--- src/rtl/muldiv_pkg.sv ---
// Shared types and constants for the iterative RV32M multiply/divide unit.
package muldiv_pkg;

  localparam int XLEN = 32;
  localparam int ITER = XLEN;

  typedef enum logic [2:0] {
    MUL, MULH, MULHSU, MULHU, DIV, DIVU, REM, REMU
  } funct3_e;

  typedef enum logic [1:0] {
    IDLE, CALC, DONE
  } state_e;

  function automatic logic is_div(input funct3_e f);
    return f inside {DIV, DIVU, REM, REMU};
  endfunction

  function automatic logic is_rem(input funct3_e f);
    return f inside {REM, REMU};
  endfunction

endpackage

--- src/rtl/muldiv_sign_fix.sv ---
// Sign conditioning around the unsigned core: operand magnitudes and sign flags
// on the way in, negation and half/quotient/remainder selection on the way out.
module muldiv_sign_fix
  import muldiv_pkg::*;
#(
  parameter int W = XLEN
) (
  input  funct3_e        op_in,
  input  logic [W-1:0]   src_a,
  input  logic [W-1:0]   src_b,
  output logic [W-1:0]   mag_a,
  output logic [W-1:0]   mag_b,
  output logic           neg_res,
  output logic           div_zero,
  output logic [W-1:0]   zero_result,
  input  funct3_e        op_q,
  input  logic           neg_q,
  input  logic [2*W-1:0] acc,
  output logic [W-1:0]   result
);

  logic           sign_a;
  logic           sign_b;
  logic [2*W-1:0] prod;
  logic [W-1:0]   quo;
  logic [W-1:0]   rem;

  // NOTE: every output is assigned on every path (case has a default), so no latch is inferred.
  always_comb begin
    sign_a      = src_a[W-1] & (op_in inside {MUL, MULH, MULHSU, DIV, REM});
    sign_b      = src_b[W-1] & (op_in inside {MUL, MULH, DIV, REM});
    mag_a       = sign_a ? -src_a : src_a;
    mag_b       = sign_b ? -src_b : src_b;
    // A remainder follows the dividend; products and quotients follow the sign mismatch.
    neg_res     = is_rem(op_in) ? sign_a : (sign_a ^ sign_b);
    div_zero    = is_div(op_in) && (src_b == '0);
    zero_result = is_rem(op_in) ? src_a : '1;

    prod = neg_q ? -acc : acc;
    quo  = neg_q ? -acc[W-1:0] : acc[W-1:0];
    rem  = neg_q ? -acc[2*W-1:W] : acc[2*W-1:W];

    case (op_q)
      MUL:                result = prod[W-1:0];
      MULH, MULHSU, MULHU: result = prod[2*W-1:W];
      DIV, DIVU:          result = quo;
      default:            result = rem;
    endcase
  end

endmodule

--- src/rtl/muldiv_unit.sv ---
// Iterative RV32M multiply/divide: one shift-add or restoring-divide step per
// cycle on a shared 2*DATA_WIDTH accumulator, with a one-cycle done pulse.
module muldiv_unit
  import muldiv_pkg::*;
#(
  parameter int DATA_WIDTH   = ITER,
  parameter int FUNCT3_WIDTH = 3
) (
  input  logic                    clk,
  input  logic                    reset_n,
  input  logic                    start,
  input  logic                    flush,
  input  logic [FUNCT3_WIDTH-1:0] Funct3,
  input  logic [DATA_WIDTH-1:0]   SrcA,
  input  logic [DATA_WIDTH-1:0]   SrcB,
  output logic                    busy,
  output logic                    done,
  output logic [DATA_WIDTH-1:0]   Result
);

  localparam int W  = DATA_WIDTH;
  localparam int CW = $clog2(W);

  state_e         state;
  funct3_e        op_q;
  logic           neg_q;
  logic [CW-1:0]  count;
  logic [W-1:0]   opa_q;
  logic [W-1:0]   opb_q;
  logic [2*W-1:0] acc_q;
  logic [2*W-1:0] acc_next;

  funct3_e        op_in;
  logic [W-1:0]   mag_a;
  logic [W-1:0]   mag_b;
  logic           neg_res;
  logic           div_zero;
  logic [W-1:0]   zero_result;
  logic [W-1:0]   fix_result;

  logic [W:0]     add_sum;
  logic [W:0]     rem_shift;
  logic [W-1:0]   rem_diff;
  logic           rem_ge;

  assign op_in = funct3_e'(Funct3[2:0]);

  muldiv_sign_fix #(.W(W)) u_sign_fix (
    .op_in       (op_in),
    .src_a       (SrcA),
    .src_b       (SrcB),
    .mag_a       (mag_a),
    .mag_b       (mag_b),
    .neg_res     (neg_res),
    .div_zero    (div_zero),
    .zero_result (zero_result),
    .op_q        (op_q),
    .neg_q       (neg_q),
    .acc         (acc_next),
    .result      (fix_result)
  );

  // Multiply: acc = {partial product, remaining multiplier bits}, shifted right.
  // Divide:   acc = {partial remainder, dividend/quotient bits}, shifted left.
  always_comb begin
    add_sum   = {1'b0, acc_q[2*W-1:W]} + (acc_q[0] ? {1'b0, opa_q} : '0);
    rem_shift = acc_q[2*W-1:W-1];
    rem_ge    = (rem_shift >= {1'b0, opb_q});
    rem_diff  = rem_shift[W-1:0] - opb_q;
    if (is_div(op_q)) begin
      acc_next = {(rem_ge ? rem_diff : rem_shift[W-1:0]), acc_q[W-2:0], rem_ge};
    end else begin
      acc_next = {add_sum, acc_q[W-1:1]};
    end
  end

  // NOTE: sequential state uses non-blocking assignments so every register samples pre-edge values.
  always_ff @(posedge clk or negedge reset_n) begin
    if (!reset_n) begin
      state  <= IDLE;
      op_q   <= MUL;
      neg_q  <= 1'b0;
      count  <= '0;
      opa_q  <= '0;
      opb_q  <= '0;
      acc_q  <= '0;
      busy   <= 1'b0;
      done   <= 1'b0;
      Result <= '0;
    end else if (flush) begin
      state <= IDLE;
      busy  <= 1'b0;
      done  <= 1'b0;
    end else begin
      case (state)
        IDLE: begin
          done <= 1'b0;
          if (start) begin
            op_q  <= op_in;
            neg_q <= neg_res;
            opa_q <= mag_a;
            opb_q <= mag_b;
            acc_q <= {{W{1'b0}}, (is_div(op_in) ? mag_a : mag_b)};
            count <= '0;
            if (div_zero) begin
              state  <= DONE;
              done   <= 1'b1;
              Result <= zero_result;
            end else begin
              state <= CALC;
              busy  <= 1'b1;
            end
          end
        end
        CALC: begin
          acc_q <= acc_next;
          count <= count + CW'(1);
          if (count == CW'(W - 1)) begin
            state  <= DONE;
            busy   <= 1'b0;
            done   <= 1'b1;
            Result <= fix_result;
          end
        end
        DONE: begin
          done  <= 1'b0;
          state <= IDLE;
        end
        default: state <= IDLE;
      endcase
    end
  end

endmodule

--- config.mk ---
export PLATFORM = sky130hd
export DESIGN_NAME = muldiv_unit
export DESIGN_NICKNAME = d
export VERILOG_FILES = /design/src/rtl/muldiv_pkg.sv /design/src/rtl/muldiv_sign_fix.sv /design/src/rtl/muldiv_unit.sv
export SDC_FILE = /design/constraint.sdc
export NUM_CORES = 1
export LEC_CHECK = 0
export BUFFER_PORTS_ARGS = -buffer_cell sky130_fd_sc_hd__buf_2
export CORE_MARGIN = 3
export CORE_UTILIZATION = 64
export CTS_CLUSTER_DIAMETER = 120
export DETAILED_ROUTE_END_ITERATION = 10
export PLACE_DENSITY = 0.85
export SLEW_MARGIN = 30
export SYNTH_ARGS = -nofsm -noshare
export SYNTH_HDL_FRONTEND = slang
export SYNTH_HIERARCHICAL = 1
export SYNTH_SLANG_ARGS = --single-unit
--- constraint.sdc ---
create_clock -name clk -period 7.65 [get_ports clk]
set_input_delay 1.53 -clock clk [delete_from_list [all_inputs] [get_ports clk]]
set_output_delay 1.53 -clock clk [all_outputs]
set_load 0.03 [all_outputs]
==> impl_results.md <==
* Status: finished clean
* Max stage delay on crit path at between 0.8 and 0.9 ns
* Buffers inserted by post-CTS timing repair at 0
* Routed wire length at 60200 um
* Cell depth of the worst setup path at 20
* Hold Crit Depth at 1
* Yosys warning count at 6
* PwrDens at between 500 and 600 nW/um2
* Initial antenna violation count at 0
* Tmin final at 6.20 ns
* Hold Crit Start: count[0]
* HP Class: reg2reg
* # resized after CTS at 0
* Reg2reg path depth at 20
* DRC viols at 0
* Clock latency reported for the late side of the worst-skew pair at roughly 0.46 ns
* Predominant post-synthesis flop cell: dfrtp_1
* Cell Rows at 58
* I/O pins at ~110
* Final setup viols at 0
* Layout Cells excl Fill at 2425
* Slew Limit Fails at 0
* Drt first pass iters at 6
* Crit path launch type: flop
* CP bufs+invs at 1
* Final hold vios at 0
* Worst Path Max Fanout at 13
* Global Route Usage Sum at 0.414
* Post-synthesis register bit count at around 170
* Placeable Area at between 20000 and 30000 um2
* Post-synth EDFFs at 0
* Max_slew headroom at 0.317
* Clk sinks at 173
* Die Y at roughly 170 um
* Root Buffer: clkbuf_16
* Largest net degree at the start of global routing at between 90 and 100
* Syn Area/Cell at 8.19 um2
* Final #Nets at roughly 2200
* Gate Count Post-Synth at 2053
* VDD IR max at 344 uV
* Wire per inst at 24.8 um
* CTS H-tree lvls at 4
* Die footprint at 28200 um2
* Inserted Clock Buffers at 17
* Post-synthesis net count at between 2000 and 2500
* Critical Path, Cell by Cell: ha_1, a211oi_1, o21ai_1, a31oi_1, and3_1, o21ai_2, nand2_1, nor2_1, a211oi_1, nor2_1, inv_1, ha_1, or3b_2, or4_1, nor3_1, mux2i_1, a311o_1, o22ai_1, mux2i_1, a21oi_1
* Final instance area at 18100 um2
* Leakage power figure at roughly 7.9 nW
* CTS tree: built
* Placed Area at 17500 um2
* Synth unique cells at 94
* CTS Buffer Depth at 2
* Setup Skew at 0.0196 ns
* Initial Utilization at 0.660
* Reg2reg setup slack at 1.45 ns
* RSZ-0062 raised after global routing: no
* Reg clk slew, reported paths at 0.09 ns
* Slew @ Worst Pin at 1.02 ns
* Mapped Area at between 15000 and 20000 um2
* Delay-heaviest family, CP: simple AND/OR/NAND/NOR gates
* Final setup TNS at 0 ns
* Share of cells above drive strength 1 at 0.171
* Buffers on Ports at 104
* Vias in the first global route at 16034
* Fmax at 0.161 GHz
* Gpl congestion at 1.07
* Ys async rst share at 1.00
* First DRT Iteration DRCs at roughly 2500
* Area growth syn-to-layout at 7.61%
* Period utilisation layout at 0.810
* Worst R2R Start: acc_q[49]
* Grt ovf at 0
* Final core utilization at 0.710
* # placed instances at 2393
* Die W at around 170 um
* Critical path data arrival time at 6.58 ns
* Max Cap Viol at 0
* Slowest cell on the critical path: or4_1
* RR Endpoint: Result[26]
* Number of routed nets with antenna violations at 0
* Hold Buf Count CTS at 0
* First-pass GRT wire length at 92000 um
* DP Wirelength at approximately 45000 um
* ANT cells at 0
* Critical Path End Type: flop
* Register area share after synthesis at 0.258
* Vias per inst at 7.09
* WP data required at 8.03 ns
* Via count at 17190
* CP Class: reg2reg
* Hold EP: count[0]
[routing by layer]
layer / up-vias / global-route usage / share of wire
li1: 7623 / - / -
met1: 8129 / 0.557 / 0.40
met2: 1191 / 0.626 / 0.43
met3: 247 / 0.0953 / 0.11
met4: 0 / 0.210 / 0.060
met5: - / 0 / 0
[cell usage in the layout, fill, tap and decap left out, types with 33 or more instances in the layout]
cell / n
nor2_1: 183
xnor2_1: 88
and2_1: 42
mux2i_1: 97
buf_4: 36
xor2_1: 61
buf_2: 103
a21oi_1: 180
inv_1: 61
nand2_1: 157
mux2_2: 99
nor3_1: 45
o21ai_0: 111
a21o_1: 33
dfrtp_1: 171
ha_1: 72
or2_2: 38
[per-stage QoR]
step	power, mW	worst slack, ns	hold WS [ns]
2_1_floorplan	6.30	2.49	0.462
3_3_place_gp	8.01	1.87	0.479
3_5_place_dp	8.11	1.66	0.489
4_1_cts	9.04	1.62	0.505
5_1_grt	9.81	1.12	0.517
6_report	9.32	1.45	0.505
[Yosys cell counts (12+ instances only)]
cell type  count  area, um2
nand3_1       31        155
o21ai_1       14       70.1
a31oi_1       15       93.8
and2_1        42        263
nand2_1      158        593
clkbuf_1     102        383
a21oi_1      180        901
a211oi_1      23        173
dfrtp_1      173       4330
or2_2         38        238
and3_1        13       81.3
a21o_1        34        255
nor2_1       184        691
mux2i_1       97        971
o31ai_1       30        225
nand4_1       24        150
nor4_1        32        200
ha_1          73        913
xnor2_1       88        771
nand2b_1      14       87.6
o21ai_0      111        556
xor2_1        61        534
o41ai_1       12        105
o22ai_1       15       93.8
nor3_1        45        225
o211ai_1      15        113
a22o_1        26        228
or4_1         27        203
or3_1         23        144
buf_1         13       48.8
inv_1         61        229
mux2_2        99       1110
[power by group]
group	internal [mW]	switching (mW)
registers	1.34	0.425
clock network	0.435	0.470
logic	2.42	4.22
[worst reg2reg max path: cells and delay by family (launching register included)]
family | cells | cell delay, ns
mux | 2 | 0.24
flops | 1 | 0.44
compound gates | 8 | 2.05
fa+ha+maj | 2 | 0.63
simple gates | 7 | 2.62
buf+inv | 1 | 0.16
[layout make-up]
cell class / instances / area, um2
Tap cell: 330 / 413
Clock inverter: 15 / 150
Timing Repair Buffer: 141 / 808
Sequential cell: 173 / 4330
Clock buffer: 17 / 425
Multi-Input combinational cell: 1688 / 11700
Inverter: 61 / 229
Fill cell: 2127 / 7380
[cells by family after synthesis]
| logic type | after synthesis | synth area share |
|---|---|---|
| mux | 198 | 0.125 |
| compound gates | 594 | 0.234 |
| flops | 173 | 0.258 |
| fa+ha+maj | 75 | 0.0567 |
| xor+xnor | 149 | 0.0776 |
| simple gates | 672 | 0.202 |
| buf+inv | 192 | 0.0473 |
[sequential cells by signal, summed over array words and instances (netlist names)]
register,flops
busy,1
opb_q,32
Result,32
acc_q,64
op_q,3
opa_q,32
count,5
done,1
neg_q,1
state,2
[how the worst max path moves through the flow]
stage,startpoint,end
floorplan,acc_q[59],Result[28]
global placement,acc_q[0],Result[26]
detailed placement,acc_q[0],Result[26]
CTS,acc_q[0],Result[26]
global route,acc_q[0],Result[28]
finish,acc_q[49],Result[26]
Power figures use the tool's default switching activity.
